$ cat src/rtl/div_unit.sv
// rtl/div_unit.sv - iterative 32-bit restoring divider for DIV/DIVU/REM/REMU
module div_unit (
   input  logic        clk,
   input  logic        rst,
   input  logic        start,
   input  logic [1:0]  op,
   input  logic [31:0] dividend,
   input  logic [31:0] divisor,
   output logic        busy,
   output logic        done,
   output logic [31:0] result
);

   typedef enum logic [1:0] {
      S_IDLE = 2'd0,
      S_CALC = 2'd1,
      S_FIX  = 2'd2,
      S_DONE = 2'd3
   } state_t;

   state_t      state_q, state_d;
   logic [1:0]  op_q, op_d;
   logic [31:0] rem_q, rem_d;
   logic [31:0] quo_q, quo_d;
   logic [31:0] dvs_q, dvs_d;
   logic [31:0] result_q, result_d;
   logic [5:0]  cnt_q, cnt_d;
   logic        neg_quo_q, neg_quo_d;
   logic        neg_rem_q, neg_rem_d;
   logic        special_q, special_d;

   logic        is_signed;
   logic        div_zero;
   logic        overflow;
   logic [31:0] abs_a;
   logic [31:0] abs_b;
   logic [32:0] shifted;
   logic [32:0] trial;
   logic [31:0] quo_fix;
   logic [31:0] rem_fix;
   logic [31:0] fix_val;

   // Operand decode, one restoring step, and sign correction of the finished result
   always_comb begin
      is_signed = ~op[0];
      div_zero  = (divisor == 32'd0);
      overflow  = is_signed && (dividend == 32'h8000_0000) && (divisor == 32'hFFFF_FFFF);
      // 0x80000000 negates to itself, which is the correct unsigned magnitude
      abs_a     = (is_signed && dividend[31]) ? (32'd0 - dividend) : dividend;
      abs_b     = (is_signed && divisor[31])  ? (32'd0 - divisor)  : divisor;
      // Remainder can reach 33 bits after the shift; bit 32 of the difference is the borrow
      shifted   = {rem_q, quo_q[31]};
      trial     = shifted - {1'b0, dvs_q};
      // Special-case values were preloaded in final form and bypass negation
      quo_fix   = (!special_q && !op_q[0] && neg_quo_q) ? (32'd0 - quo_q) : quo_q;
      rem_fix   = (!special_q && !op_q[0] && neg_rem_q) ? (32'd0 - rem_q) : rem_q;
      fix_val   = op_q[1] ? rem_fix : quo_fix;
   end

   // Next-state and datapath update for the IDLE/CALC/FIX/DONE sequence
   always_comb begin
      state_d   = state_q;
      op_d      = op_q;
      rem_d     = rem_q;
      quo_d     = quo_q;
      dvs_d     = dvs_q;
      result_d  = result_q;
      cnt_d     = cnt_q;
      neg_quo_d = neg_quo_q;
      neg_rem_d = neg_rem_q;
      special_d = special_q;
      case (state_q)
         S_IDLE: begin
            if (start) begin
               op_d = op;
               if (div_zero) begin
                  quo_d     = 32'hFFFF_FFFF;
                  rem_d     = dividend;
                  special_d = 1'b1;
                  state_d   = S_FIX;
               end else if (overflow) begin
                  quo_d     = 32'h8000_0000;
                  rem_d     = 32'd0;
                  special_d = 1'b1;
                  state_d   = S_FIX;
               end else begin
                  quo_d     = abs_a;
                  rem_d     = 32'd0;
                  dvs_d     = abs_b;
                  neg_quo_d = is_signed && (dividend[31] ^ divisor[31]);
                  neg_rem_d = dividend[31];
                  cnt_d     = 6'd32;
                  special_d = 1'b0;
                  state_d   = S_CALC;
               end
            end
         end
         S_CALC: begin
            rem_d = trial[32] ? shifted[31:0] : trial[31:0];
            quo_d = {quo_q[30:0], ~trial[32]};
            cnt_d = cnt_q - 6'd1;
            if (cnt_q == 6'd1) begin
               state_d = S_FIX;
            end
         end
         S_FIX: begin
            result_d = fix_val;
            state_d  = S_DONE;
         end
         S_DONE: begin
            state_d = S_IDLE;
         end
         default: begin
            state_d = S_IDLE;
         end
      endcase
   end

   // State and datapath registers with asynchronous clear
   always_ff @(posedge clk or posedge rst) begin
      if (rst) begin
         state_q   <= S_IDLE;
         op_q      <= 2'd0;
         rem_q     <= 32'd0;
         quo_q     <= 32'd0;
         dvs_q     <= 32'd0;
         result_q  <= 32'd0;
         cnt_q     <= 6'd0;
         neg_quo_q <= 1'b0;
         neg_rem_q <= 1'b0;
         special_q <= 1'b0;
      end else begin
         state_q   <= state_d;
         op_q      <= op_d;
         rem_q     <= rem_d;
         quo_q     <= quo_d;
         dvs_q     <= dvs_d;
         result_q  <= result_d;
         cnt_q     <= cnt_d;
         neg_quo_q <= neg_quo_d;
         neg_rem_q <= neg_rem_d;
         special_q <= special_d;
      end
   end

   assign busy   = (state_q != S_IDLE);
   assign done   = (state_q == S_DONE);
   assign result = result_q;

endmodule

$ cat config.mk
export PLATFORM = sky130hd
export DESIGN_NAME = div_unit
export DESIGN_NICKNAME = d
export VERILOG_FILES = /design/src/rtl/div_unit.sv
export SDC_FILE = /design/constraint.sdc
export NUM_CORES = 1
export LEC_CHECK = 0
export CAP_MARGIN = 20
export CORE_UTILIZATION = 61
export CTS_BUF_LIST = sky130_fd_sc_hd__clkbuf_4 sky130_fd_sc_hd__clkbuf_8
export DETAILED_ROUTE_END_ITERATION = 10
export GPL_TIMING_DRIVEN = 0
export PLACE_DENSITY_LB_ADDON = 0.25
export SLEW_MARGIN = 0
export SYNTH_ARGS = -nofsm -noshare
export SYNTH_HDL_FRONTEND = slang
export SYNTH_SLANG_ARGS = --single-unit
$ cat constraint.sdc
create_clock -name clk -period 5.5 [get_ports clk]
set_clock_uncertainty 0.05 [all_clocks]
set_input_delay 0.55 -clock clk [delete_from_list [all_inputs] [get_ports clk]]
set_output_delay 0.55 -clock clk [all_outputs]
set_load 0.03 [all_outputs]
# Word level (Yosys, flattened, before mapping)
# Index checks and enable logic that the tools add are counted.
[totals]
reg_bits = 141
memories = 0
romBits = 0
latch_bits = 0
mem_bits_rw = 0
in_bits = 69
[op_classes]
n_lt_le_gt_ge = 0
mul = 0
bitwise = 5
n_shift = 0
n_div = 0
n_addsub = 6
eq_ne = 10
muxes = 24
reduce_logical = 19
[op_table]
columns = ["cell", "n"]
rows = [
  ["$mux 32", 11],
  ["$pmux 32 s2", 2],
  ["$sub 1x32->32 const A", 4],
  ["$eq 32x32->1 const B", 2],
  ["$sub 33x32->33", 1],
  ["$logic_not 32->1", 1],
  ["$mux 6", 3],
  ["$pmux 6 s2", 1],
  ["$logic_and 1x1->1", 8],
  ["$mux 2", 4],
  ["$ne 2x2->1 const B", 4],
  ["$pmux 2 s4", 1],
  ["$reduce_and 4->1", 2],
  ["$eq 6x1->1 const B", 1],
  ["$reduce_and 2->1", 3],
  ["$sub 6x1->6 const B", 1],
  ["$eq 2x2->1 const B", 2],
  ["$not 1->1", 4],
  ["$reduce_bool 2->1", 2],
  ["$eq 2x1->1 const B", 1],
  ["$logic_not 1->1", 2],
  ["$logic_not 2->1", 1],
  ["$mux 1", 2],
  ["$xor 1x1->1", 1],
]

# Depth between registers and ports, before layout
[depth]
depth_word = 7
ltp_mapped = 14
mapped_depth_nobuf = 12

# Least setup slack after synthesis
# No wires, ideal clock.
[synth_path]
path_type = "reg-to-reg"
from = "register rem_q[16]"
to = "register rem_q[13]"
setup_ns = 0.126
period_less_slack_ns = 2.920
arrival_time_ns = 2.744
path_stages_with_launch = 12
slack_ns = 2.580
path_buffers = 1
required_time_ns = 5.324
path_cell_list = "dfrtp_1 > ha_1 > a21oi_1 > o21ai_0 > a211oi_1 > nor2b_1 > or3_1 > o211ai_2 > buf_4 > mux2_2 > a221oi_1 > nor2_1"
[synth_via]
elab_chain_cells = 3
[synth_lines]
columns = ["element", "line_no", "text"]
rows = [
  ["start, declared", "23", "logic [31:0] rem_q, rem_d;"],
  ["start signal, assigned", "135", "rem_q <= rem_d;"],
  ["$sub 33x32->33", "53", "trial = shifted - {1'b0, dvs_q};"],
  ["$mux 32", "99", "rem_d = trial[32] ? shifted[31:0] : trial[31:0];"],
  ["$pmux 32 s2", "72", "case (state_q)"],
]
# No other way between the ends.
# A chain may end at the register's enable or synchronous reset.

# Worst setup path in the final report
[layout_path]
from = "input dividend[25]"
to = "register dvs_q[17]"
[layout_via]
elab_chain_cells = 5
[layout_lines]
columns = ["element", "line_no", "text"]
rows = [
  ["start, declared", "7", "input logic [31:0] dividend,"],
  ["$eq 32x32->1", "47", "overflow = is_signed && (dividend == 32'h8000_0000) && (divisor == 32'hFFFF_FFFF);"],
  ["$logic_and 1x1->1 (2 in series)", "47", ""],
  ["$not 1->1 (no line)", "n/a", ""],
  ["$reduce_and 4->1 (no line)", "n/a", ""],
  ["end signal, assigned", "137", "dvs_q <= dvs_d;"],
  ["end, declared", "25", "logic [31:0] dvs_q, dvs_d;"],
]
# No other way between the ends.

==> impl_metrics.tcl <==
set metrics [dict create \
    ctsHoldBuffers 0 \
    drtPass1Iterations 7 \
    vias 11464 \
    async_flop_share_pct 100 \
    max_cap_viol_count 0 \
    gr-total-overflow 0 \
    clk_pin_slew_worst_paths_ns 0.08 \
    drv_slew 0 \
    coreArea_um2 18000 \
    path_class "in -> reg" \
    die_y_um 138 \
    synth_edf_count 0 \
    drc 0 \
    yosys_warnings 0 \
    postRouteAntennaNets 0 \
    synth_flop_cell "dfrtp_1" \
    worstPathArrival_ns 4.36 \
    worst_slack_ns 1.43 \
    htreeDepth 4 \
    fin_crit_ns 4.07 \
    pre_cts_ws_ns 1.15 \
    hold_path_class "in -> async" \
    vdd_drop_max_v 0.000342 \
    setup_viol 0 \
    fillers 1489 \
    crit_path_end_kind "register" \
    crit_start "dividend[25]" \
    grt_usage_pct 39.3 \
    synth_top_cell_area_share_pct 31.3 \
    syn_area_um2 11300 \
    cts_tree "yes" \
    cts.sinks 141 \
    fmax_mhz 245 \
    wl_per_cell_um 20.1 \
    ys_types 72 \
    grt_max_degree 92 \
    port_buffers 102 \
    drt-initial-drc-count 1232 \
    yosysSeqAreaShare_pct 31.3 \
    ios 103 \
    vias_per_cell 6.39 \
    clock_latency_ns 0.48 \
    p_leak_nw 5.36 \
    worst_pin_slew_ns 0.992 \
    powerDensity_nw_per_um2 688 \
    crit_path_start_kind "input port" \
    nets 1668 \
    area_growth_pct 16.0 \
    yosys.area.top_type "dfrtp_1" \
    dpl.hpwl_um 27800 \
    fp.dieArea_um2 19000 \
    synth_nets 1545 \
    synth.avg_cell_area_um2 7.88 \
    rr_startpoint "rem_q[4]$_DFFE_PP0P_" \
    finalCritPeriodShare_pct 74.1 \
    synth-seq-cells 141 \
    max_slew_margin_pct 33.3 \
    required_ns 5.78 \
    insertedDiodeCount 0 \
    cts_buffers 17 \
    clockRootBuffer "clkbuf_8" \
    grt_first_pass_wirelength_um 56000 \
    post_cts_resized 0 \
    synth_area_leaders "dfrtp_1 (31%), xnor2_1 (6.0%), nor2_1 (5.6%), a21oi_1 (5.2%), xor2_1 (5.0%)" \
    path_max_fanout 10 \
    placed_area_um2 12600 \
    syn_inst 1431 \
    grt_pass1_vias 10755 \
    design_area_um2 13100 \
    max_stage_delay_ns 0.77 \
    clock_path_buffers 2 \
    grt_antenna_before_repair 1 \
    hold_violations 0 \
    drive_above_1_share_pct 5.43 \
    totalWireLength_um 36100 \
    crit_chain "clkdlybuf4s50_1, or3_1, nor4_1, nand4_1, nor2_1, nor3_1, clkbuf_1, clkbuf_1, nor2_1, a21oi_1" \
    final_cells 1795 \
    die_w_um 138 \
    place_congestion 0.989 \
    cpMaxStageDelayCell "nor4_1" \
    start_util_pct 62.6 \
    postCtsSetupRepairBufs 0 \
    outcome "finished clean" \
    rsz0062_at_grt "false" \
    row_count 49 \
    dp.cells 1763 \
]
## final timing paths
check	end	slack [ns]	cells past startpoint
hold / removal	result[5]$_DFFE_PP0P_	0.42	2
setup reg to reg	rem_q[11]$_DFFE_PP0P_	1.79	11
min in group clk	special_q$_DFFE_PP0P_	0.45	2
max in group asynchronous	dvs_q[23]$_DFFE_PP0P_	4.16	3
setup / recovery	dvs_q[17]$_DFFE_PP0P_	1.43	10
hold reg to reg	special_q$_DFFE_PP0P_	0.45	2
## critical path, delay by kind of cell
family          cells  cell delay (ns)
compound gates      1             0.05
simple gates        6             2.56
buf+inv             3             1.18
## placed cells by master (no fill, tap or decap), drive strengths merged, types with 5 or more instances in the layout
master | netlist | final
nor2b | 7 | 7
a31oi | 23 | 23
xnor2 | 77 | 77
or4 | 13 | 13
nand4 | 13 | 13
o41ai | 7 | 7
o211ai | 26 | 26
o21ai | 120 | 120
nor3 | 37 | 37
mux2 | 17 | 17
nor2 | 169 | 169
a21oi | 119 | 119
o31ai | 22 | 22
bufinv | 0 | 5
and3 | 8 | 8
nor4 | 16 | 16
xor2 | 65 | 65
mux2i | 16 | 16
a2111oi | 8 | 8
and2 | 8 | 8
dfrtp | 141 | 141
o21a | 5 | 5
or3 | 22 | 22
nand3 | 27 | 27
a211oi | 11 | 11
buf | 17 | 19
inv | 90 | 90
a21o | 14 | 14
nor4b | 5 | 5
a221oi | 17 | 17
nand2 | 135 | 135
clkbuf | 61 | 80
ha | 44 | 44
clkdlybuf4s50 | 0 | 102
o221ai | 10 | 10
nand2b | 21 | 21
## metrics by stage
stage | setup TNS [ns] | utilization (%) | hold slack, ns | total power [mW]
4_1_cts | 0 | 72.5 | 0.449 | 8.83
3_5_place_dp | 0 | 70.0 | 0.435 | 7.83
3_3_place_gp | -95.65 | 69.8 | 0.426 | 7.65
6_report | 0 | 72.6 | 0.420 | 9.00
5_1_grt | 0 | 72.6 | 0.484 | 9.62
2_1_floorplan | 0 | - | 0.412 | 6.12
## final cells by class
cell class / count / area [um^2] / area share [%]
Buffer: 78 / 325 / 2.49
Inverter: 90 / 343 / 2.62
Timing Repair Buffer: 104 / 1050 / 8.06
Multi-Input combinational cell: 1122 / 7090 / 54.2
Clock inverter: 12 / 193 / 1.47
Tap cell: 229 / 287 / 2.19
Clock buffer: 19 / 262 / 2.00
Sequential cell: 141 / 3530 / 27.0
## cell families (layout without fill, tap and decap cells)
family | after synthesis | count (layout) | share of synthesized area, %
flip-flops | 141 | 141 | 31.3
adder cells (fa/ha/maj) | 45 | 45 | 5.06
buffers and inverters | 168 | 303 | 5.88
multiplexers | 33 | 33 | 3.12
AO/OA/AOI/OAI | 412 | 412 | 22.7
XOR/XNOR | 142 | 142 | 11.0
AND/OR/NAND/NOR | 490 | 490 | 20.9
## synthesized netlist by cell type, types with 12 or more instances
| cell type | count |
|---|---|
| clkbuf_1 | 61 |
| nand2b_1 | 21 |
| mux2_2 | 17 |
| nand4_1 | 13 |
| nor2_1 | 167 |
| ha_1 | 44 |
| mux2i_1 | 16 |
| o21ai_0 | 113 |
| nand2_1 | 132 |
| a21oi_1 | 118 |
| a221oi_1 | 17 |
| inv_1 | 90 |
| a31oi_1 | 23 |
| xnor2_1 | 77 |
| xor2_1 | 65 |
| nand3_1 | 26 |
| o31ai_1 | 22 |
| dfrtp_1 | 141 |
| a21o_1 | 14 |
| or3_1 | 21 |
| nor4_1 | 12 |
| nor3_1 | 37 |
| o211ai_1 | 25 |
## flip-flops by register name (all words and copies together), names as in the netlist
name,count
dvs_q,32
cnt_q,6
op_q,2
rem_q,32
neg_quo_q,1
state_q,2
neg_rem_q,1
result,32
special_q,1
quo_q,32
## where the power goes
group	internal [mW]	leakage (nW)	switching, mW
Combinational	2.28	3.47	3.67
Sequential	1.55	1.67	0.535
Clock	0.557	0.223	0.416
Total	4.39	5.36	4.62
## per-layer routing
metal	GRT usage (%)	vias to the layer above	routed length [um]
li1	-	5350	-
met1	47.9	5266	13700
met2	64.6	664	16800
met3	8.08	182	3520
met4	22.0	2	2040
met5	0	-	13
No activity file was read; power rests on OpenSTA's default activity.
